## src/rtl/asrv32_encoder_if.sv

```systemverilog
// rtl/asrv32_encoder_if.sv - request/output bus bundle for the RV32I encoder
interface asrv32_encoder_if;
  logic        i_req_valid;
  logic        o_req_ready;
  logic [3:0]  i_kind;
  logic [2:0]  i_funct3;
  logic        i_alt;
  logic [4:0]  i_rs1;
  logic [4:0]  i_rs2;
  logic [4:0]  i_rd;
  logic [31:0] i_imm;
  logic [31:0] o_inst;
  logic        o_inst_valid;
  logic        i_inst_ready;
  logic        o_err_valid;
  logic [1:0]  o_err_code;

  modport master (
    output i_req_valid, i_kind, i_funct3, i_alt, i_rs1, i_rs2, i_rd, i_imm, i_inst_ready,
    input  o_req_ready, o_inst, o_inst_valid, o_err_valid, o_err_code
  );

  modport slave (
    input  i_req_valid, i_kind, i_funct3, i_alt, i_rs1, i_rs2, i_rd, i_imm, i_inst_ready,
    output o_req_ready, o_inst, o_inst_valid, o_err_valid, o_err_code
  );
endinterface

```

## src/rtl/asrv32_encoder.sv

```systemverilog
// rtl/asrv32_encoder.sv - RV32I instruction encoder with LI macro expansion
module asrv32_encoder (
  input logic              i_clk,
  input logic              i_rst_n,
  asrv32_encoder_if.slave  bus
);

  typedef enum logic {IDLE, PEND2} state_t;

  localparam logic [3:0] K_RTYPE  = 4'd0,  K_ITYPE = 4'd1,  K_LOAD  = 4'd2,  K_STORE = 4'd3;
  localparam logic [3:0] K_BRANCH = 4'd4,  K_JAL   = 4'd5,  K_JALR  = 4'd6,  K_LUI   = 4'd7;
  localparam logic [3:0] K_AUIPC  = 4'd8,  K_SYSTEM = 4'd9, K_FENCE = 4'd10, K_LI    = 4'd11;

  localparam logic [6:0] OP_OP     = 7'h33, OP_IMM   = 7'h13, OP_LOAD  = 7'h03, OP_STORE = 7'h23;
  localparam logic [6:0] OP_BRANCH = 7'h63, OP_JAL   = 7'h6F, OP_JALR  = 7'h67, OP_LUI   = 7'h37;
  localparam logic [6:0] OP_AUIPC  = 7'h17, OP_SYSTEM = 7'h73, OP_FENCE = 7'h0F;

  localparam logic [1:0] E_KIND = 2'd0, E_RANGE = 2'd1, E_ALIGN = 2'd2, E_SHIFT = 2'd3;

  state_t      state_q, state_d;
  logic [31:0] inst_q, inst_d;
  logic [31:0] pend_q, pend_d;
  logic        inst_valid_q, inst_valid_d;
  logic        err_valid_q, err_valid_d;
  logic [1:0]  err_code_q, err_code_d;

  logic        enc_err, enc_two;
  logic [1:0]  enc_code;
  logic [31:0] enc_w0, enc_w1;

  logic [31:0] imm;
  logic [2:0]  f3;
  logic [4:0]  rs1, rs2, rd;
  logic        alt, fits12, fits13, fits21, is_shift;
  logic [19:0] li_hi;
  logic        out_free, req_ready, accept;

  assign imm = bus.i_imm;
  assign f3  = bus.i_funct3;
  assign alt = bus.i_alt;
  assign rs1 = bus.i_rs1;
  assign rs2 = bus.i_rs2;
  assign rd  = bus.i_rd;

  // A value fits N signed bits when every bit from N-1 upward equals the sign.
  assign fits12   = (&imm[31:11]) | ~(|imm[31:11]);
  assign fits13   = (&imm[31:12]) | ~(|imm[31:12]);
  assign fits21   = (&imm[31:20]) | ~(|imm[31:20]);
  assign is_shift = (f3 == 3'b001) || (f3 == 3'b101);
  // Upper part rounded so that the sign-extended ADDI low part lands back on imm.
  assign li_hi    = imm[31:12] + {19'd0, imm[11]};

  assign out_free  = !inst_valid_q || bus.i_inst_ready;
  assign req_ready = i_rst_n && (state_q == IDLE) && out_free;
  assign accept    = bus.i_req_valid && req_ready;

  // Encode the current request, checking errors in kind/shift/alignment/range order.
  always_comb begin
    enc_err  = 1'b0;
    enc_code = E_KIND;
    enc_two  = 1'b0;
    enc_w0   = 32'd0;
    enc_w1   = 32'd0;
    case (bus.i_kind)
      K_RTYPE: begin
        if (alt && (f3 != 3'b000) && (f3 != 3'b101)) begin
          enc_err = 1'b1; enc_code = E_SHIFT;
        end else begin
          enc_w0 = {1'b0, alt, 5'd0, rs2, rs1, f3, rd, OP_OP};
        end
      end
      K_ITYPE: begin
        if (is_shift) begin
          if ((|imm[31:5]) || ((f3 == 3'b001) && alt)) begin
            enc_err = 1'b1; enc_code = E_SHIFT;
          end else begin
            enc_w0 = {1'b0, alt && (f3 == 3'b101), 5'd0, imm[4:0], rs1, f3, rd, OP_IMM};
          end
        end else if (!fits12) begin
          enc_err = 1'b1; enc_code = E_RANGE;
        end else begin
          enc_w0 = {imm[11:0], rs1, f3, rd, OP_IMM};
        end
      end
      K_LOAD, K_JALR: begin
        if (!fits12) begin
          enc_err = 1'b1; enc_code = E_RANGE;
        end else begin
          enc_w0 = {imm[11:0], rs1, f3, rd, (bus.i_kind == K_LOAD) ? OP_LOAD : OP_JALR};
        end
      end
      K_STORE: begin
        if (!fits12) begin
          enc_err = 1'b1; enc_code = E_RANGE;
        end else begin
          enc_w0 = {imm[11:5], rs2, rs1, f3, imm[4:0], OP_STORE};
        end
      end
      K_BRANCH: begin
        if (imm[0]) begin
          enc_err = 1'b1; enc_code = E_ALIGN;
        end else if (!fits13) begin
          enc_err = 1'b1; enc_code = E_RANGE;
        end else begin
          enc_w0 = {imm[12], imm[10:5], rs2, rs1, f3, imm[4:1], imm[11], OP_BRANCH};
        end
      end
      K_JAL: begin
        if (imm[0]) begin
          enc_err = 1'b1; enc_code = E_ALIGN;
        end else if (!fits21) begin
          enc_err = 1'b1; enc_code = E_RANGE;
        end else begin
          enc_w0 = {imm[20], imm[10:1], imm[11], imm[19:12], rd, OP_JAL};
        end
      end
      K_LUI, K_AUIPC: begin
        if (|imm[11:0]) begin
          enc_err = 1'b1; enc_code = E_RANGE;
        end else begin
          enc_w0 = {imm[31:12], rd, (bus.i_kind == K_LUI) ? OP_LUI : OP_AUIPC};
        end
      end
      K_SYSTEM, K_FENCE: begin
        if (|imm[31:12]) begin
          enc_err = 1'b1; enc_code = E_RANGE;
        end else begin
          enc_w0 = {imm[11:0], rs1, f3, rd, (bus.i_kind == K_SYSTEM) ? OP_SYSTEM : OP_FENCE};
        end
      end
      K_LI: begin
        if (fits12) begin
          enc_w0 = {imm[11:0], 5'd0, 3'd0, rd, OP_IMM};
        end else if (~(|imm[11:0])) begin
          enc_w0 = {imm[31:12], rd, OP_LUI};
        end else begin
          enc_two = 1'b1;
          enc_w0  = {li_hi, rd, OP_LUI};
          enc_w1  = {imm[11:0], rd, 3'd0, rd, OP_IMM};
        end
      end
      default: begin
        enc_err = 1'b1; enc_code = E_KIND;
      end
    endcase
  end

  // Next-state: load the output register on acceptance, feed the held ADDI in PEND2.
  always_comb begin
    state_d      = state_q;
    inst_d       = inst_q;
    inst_valid_d = inst_valid_q;
    pend_d       = pend_q;
    err_valid_d  = 1'b0;
    err_code_d   = 2'd0;
    if (inst_valid_q && bus.i_inst_ready) begin
      inst_valid_d = 1'b0;
    end
    case (state_q)
      IDLE: begin
        if (accept) begin
          if (enc_err) begin
            err_valid_d = 1'b1;
            err_code_d  = enc_code;
          end else begin
            inst_d       = enc_w0;
            inst_valid_d = 1'b1;
            if (enc_two) begin
              pend_d  = enc_w1;
              state_d = PEND2;
            end
          end
        end
      end
      PEND2: begin
        if (out_free) begin
          inst_d       = pend_q;
          inst_valid_d = 1'b1;
          state_d      = IDLE;
        end
      end
      default: state_d = IDLE;
    endcase
  end

  // State and output registers; reset drops any pending second LI word.
  always_ff @(posedge i_clk) begin
    if (!i_rst_n) begin
      state_q      <= IDLE;
      inst_q       <= 32'd0;
      pend_q       <= 32'd0;
      inst_valid_q <= 1'b0;
      err_valid_q  <= 1'b0;
      err_code_q   <= 2'd0;
    end else begin
      state_q      <= state_d;
      inst_q       <= inst_d;
      pend_q       <= pend_d;
      inst_valid_q <= inst_valid_d;
      err_valid_q  <= err_valid_d;
      err_code_q   <= err_code_d;
    end
  end

  assign bus.o_req_ready  = req_ready;
  assign bus.o_inst       = inst_q;
  assign bus.o_inst_valid = inst_valid_q;
  assign bus.o_err_valid  = err_valid_q;
  assign bus.o_err_code   = err_code_q;

endmodule

```

## src/flat_wrapper.sv

```systemverilog
// flat-port wrapper written by rule: the top's interface ports become plain ports
module asrv32_encoder_flat 
  (i_clk, i_rst_n, bus_i_req_valid, bus_i_kind, bus_i_funct3, bus_i_alt, bus_i_rs1, bus_i_rs2, bus_i_rd, bus_i_imm, bus_i_inst_ready, bus_o_req_ready, bus_o_inst, bus_o_inst_valid, bus_o_err_valid, bus_o_err_code);
  asrv32_encoder_if bus_i ();
  input logic i_clk;
  input logic i_rst_n;
  input wire logic [$bits(bus_i.i_req_valid)-1:0] bus_i_req_valid;
  input wire logic [$bits(bus_i.i_kind)-1:0] bus_i_kind;
  input wire logic [$bits(bus_i.i_funct3)-1:0] bus_i_funct3;
  input wire logic [$bits(bus_i.i_alt)-1:0] bus_i_alt;
  input wire logic [$bits(bus_i.i_rs1)-1:0] bus_i_rs1;
  input wire logic [$bits(bus_i.i_rs2)-1:0] bus_i_rs2;
  input wire logic [$bits(bus_i.i_rd)-1:0] bus_i_rd;
  input wire logic [$bits(bus_i.i_imm)-1:0] bus_i_imm;
  input wire logic [$bits(bus_i.i_inst_ready)-1:0] bus_i_inst_ready;
  output wire logic [$bits(bus_i.o_req_ready)-1:0] bus_o_req_ready;
  output wire logic [$bits(bus_i.o_inst)-1:0] bus_o_inst;
  output wire logic [$bits(bus_i.o_inst_valid)-1:0] bus_o_inst_valid;
  output wire logic [$bits(bus_i.o_err_valid)-1:0] bus_o_err_valid;
  output wire logic [$bits(bus_i.o_err_code)-1:0] bus_o_err_code;
  assign bus_i.i_req_valid = bus_i_req_valid;
  assign bus_i.i_kind = bus_i_kind;
  assign bus_i.i_funct3 = bus_i_funct3;
  assign bus_i.i_alt = bus_i_alt;
  assign bus_i.i_rs1 = bus_i_rs1;
  assign bus_i.i_rs2 = bus_i_rs2;
  assign bus_i.i_rd = bus_i_rd;
  assign bus_i.i_imm = bus_i_imm;
  assign bus_i.i_inst_ready = bus_i_inst_ready;
  assign bus_o_req_ready = bus_i.o_req_ready;
  assign bus_o_inst = bus_i.o_inst;
  assign bus_o_inst_valid = bus_i.o_inst_valid;
  assign bus_o_err_valid = bus_i.o_err_valid;
  assign bus_o_err_code = bus_i.o_err_code;
  asrv32_encoder u_core (.i_clk(i_clk), .i_rst_n(i_rst_n), .bus(bus_i));
endmodule
```

## config.mk

```make
export PLATFORM = sky130hd
export DESIGN_NAME = asrv32_encoder_flat
export DESIGN_NICKNAME = d
export VERILOG_FILES = /design/src/rtl/asrv32_encoder_if.sv /design/src/rtl/asrv32_encoder.sv /design/src/flat_wrapper.sv
export SDC_FILE = /design/constraint.sdc
export NUM_CORES = 1
export LEC_CHECK = 0
export ABC_CLOCK_PERIOD_IN_PS = 9100
export BUFFER_PORTS_ARGS = -buffer_cell sky130_fd_sc_hd__buf_2
export CORE_MARGIN = 2
export CORE_UTILIZATION = 35
export CTS_BUF_LIST = sky130_fd_sc_hd__clkbuf_2
export CTS_CLUSTER_SIZE = 40
export DETAILED_ROUTE_END_ITERATION = 7
export PLACE_DENSITY_LB_ADDON = 0.2
export SKIP_CTS_REPAIR_TIMING = 1
export SYNTH_ARGS = -nofsm -noshare
export SYNTH_HDL_FRONTEND = slang
export SYNTH_SLANG_ARGS = --single-unit
```

## constraint.sdc

```tcl
create_clock -name i_clk -period 9.1 [get_ports i_clk]
set_clock_uncertainty 0.05 [all_clocks]
set_input_delay 2.73 -clock i_clk [delete_from_list [all_inputs] [get_ports i_clk]]
set_output_delay 2.73 -clock i_clk [all_outputs]
set_load 0.01 [all_outputs]
```

==> run metrics <==
Worst Slack Setup Final 2.69 ns; routed wire length 17.2 mm; flop2flop setup slack 6.36 ns; cell taking the most area after synthesis dfxtp_1; RePlAce Congestion 0.954; reg2reg end u_core.bus.o_inst[6]; top cells by count, synth dfxtp_1, nand2_1, nand4_1, a21oi_1, clkbuf_1; Netlist cell types 73; Data arrival, critical path 6.71 ns; Port Buf Inserts 95; number of enable flip-flop cells after synthesis 0; critical setup path kind primary input to flip-flop; RSZ-0062 raised after global routing false; Max VDD drop 0.0000477 V; minimum clock period 6.41 ns; CP endpoint u_core.bus.o_inst[27]; Yosys warning count 0; total power divided by cell area 103 nW/um^2; register area 1080 um^2; final hold vios 0; startpoint types primary input; final HPWL from detailed placement 12.5 mm; Slew HR 0.163; Least-Margin Pin Slew 1.25 ns; CP Data Required Time 9.40 ns; CTS tree yes; Die X 114 um; largest net degree at the start of global routing 46; Post-layout nets 675; CTS root buf clkbuf_2; prevailing post-synth register cell dfxtp_1; routed via count 5023; GRT overflow 0; Syn-to-layout area delta 12.6%; hold wc startpoint u_core.pend_q[23]; Buf/Inv on CP 1; register area share after synthesis 0.256; WHS Path Cells 2; post-synthesis average cell area 7.63 um^2; Antenna Nets Post-Route 0; Max Fanout on Critical Path 23; ant diodes 0; syn nets 615; cells along the critical path buf_2 -> or4_1 -> or4_1 -> nor4b_4 -> a2111oi_1 -> or3_1 -> o21ai_4 -> a311oi_1; Die ar. 12900 um^2; die height 114 um; max incr delay on CP 0.77 ns; cell family with most CP delay simple AND/OR/NAND/NOR gates; leak pwr 1.76 nW; CTS buffer count 5; drt first-iter violations 539; drt pass-1 iters 7; worst skew pair latency 0.47 ns; vias in the first global route 4645; Worst Setup End Kind flip-flop; Period Utilization, post-route 0.705; Synth area leaders dfxtp_1, nand4_1, a211oi_1; most frequent cell after synthesis dfxtp_1; clk buf depth 2; FF+latch count, synth 54; # IOs 96; Slew Limit Fails 0; DRC viols 0; H-tree depth 2; Core Footprint 11900 um^2; Synth async-reset ratio 0; Initial Util 0.356; Synth top area share 0.256; routed length per instance 22.6 um; Final Setup Violations 0; total negative setup slack 0 ns; CP max-delay cell or3_1; pre-CTS WS 2.17 ns; area of the multi-input gates 2820 um^2; GR Util All Layers 0.261; Max Cap Viol 0; initial antenna violation count 0; number of cells on the critical path 8; worst r2r path cells 6; launch point of the worst reg-to-reg path u_core.bus.o_inst_valid; CP dominant cell by count or4_1; status completed; Worst-path clk slew 0.25 ns; vias per inst 6.61; Post-Synthesis Cells 553; Filler cells 1240; first-pass GRT wire length 26.6 mm; maximum clock frequency 0.156 GHz; Final Power 488 uW; clock sink count 54; Crit. Startpoint bus_i_imm[21]; cell area after synthesis 4220 um^2; Rows 40; Worst Hold Class flip-flop to flip-flop; share of post-route cells with drive strength above 1 0.202
how the worst min path moves through the flow:
stage,endpoint
6_report,u_core.pend_q[23]
3_3_place_gp,u_core.pend_q[4]
5_1_grt,u_core.pend_q[17]
3_5_place_dp,u_core.pend_q[4]
4_1_cts,u_core.pend_q[21]
2_1_floorplan,u_core.pend_q[4]
power by group:
part | internal, mW | total, mW | switching, mW
Combinational | 0.0375 | 0.118 | 0.0809
Clock | 0.0440 | 0.122 | 0.0775
Sequential | 0.244 | 0.248 | 0.00377
Total | 0.326 | 0.488 | 0.162
worst min-delay path, stage by stage (launching register included):
cell and delay, ns:
dfxtp_1 0.37, o31ai_1 0.06, a21oi_1 0.06
registers in the layout (all words and copies together), names as in the netlist:
signal                   cells
u_core.state_q               1
u_core.bus.o_inst           31
u_core.pend_q               18
u_core.bus.o_err_valid       1
u_core.bus.o_inst_valid      1
u_core.bus.o_err_code        2
cell families (layout without fill, tap and decap cells):
group / Yosys count / count (layout) / synth area share
AO/OA/AOI/OAI: 210 / 210 / 0.364
XOR/XNOR: 5 / 5 / 0.0104
adder cells (fa/ha/maj): 3 / 3 / 0.00890
buffers and inverters: 68 / 128 / 0.0771
flip-flops: 54 / 54 / 0.256
multiplexers: 4 / 4 / 0.00949
AND/OR/NAND/NOR: 209 / 209 / 0.274
cells in the final DEF (no fill, tap or decap), types with 7 or more instances in the layout:
cell | Yosys | routed
o211ai_1 | 7 | 7
nand2_1 | 47 | 47
a311oi_1 | 16 | 16
nand4_1 | 38 | 38
a211oi_1 | 28 | 28
buf_2 | 8 | 95
inv_1 | 16 | 16
a21oi_1 | 35 | 34
nand2b_1 | 8 | 8
a31oi_1 | 17 | 17
and3_1 | 9 | 9
nor2b_1 | 7 | 7
nand3_1 | 16 | 16
a221oi_1 | 8 | 8
buf_4 | 6 | 9
nor2_1 | 27 | 27
nor4_1 | 11 | 11
o21ai_0 | 19 | 19
o31ai_1 | 25 | 25
nor3_1 | 13 | 12
dfxtp_1 | 54 | 54
through the flow:
stage	instances	utilization	hold slack (ns)	cell area (um^2)
finish	760	0.401	0.437	4750
global route	760	0.401	0.464	4750
CTS	760	0.401	0.439	4750
detailed placement	753	0.396	0.407	4690
global placement	753	0.396	0.398	4690
floorplan	553	-	0.387	4220
metal layers:
| metal | vias to the layer above | part of all wire | GRT usage |
|---|---|---|---|
| met2 | 296 | 0.45 | 0.416 |
| li1 | 2316 | - | - |
| met5 | - | 0 | 0 |
| met4 | 0 | 0.023 | 0.0724 |
| met1 | 2376 | 0.43 | 0.368 |
| met3 | 35 | 0.089 | 0.0399 |
cell type report:
class,count,area share
Clock buffer,5,0.00527
Clock inverter,2,0.00711
Inverter,17,0.0134
Multi-Input combinational cell,431,0.594
Sequential cell,54,0.228
Tap cell,147,0.0387
Timing Repair Buffer,104,0.114
Power figures use the tool's default switching activity.
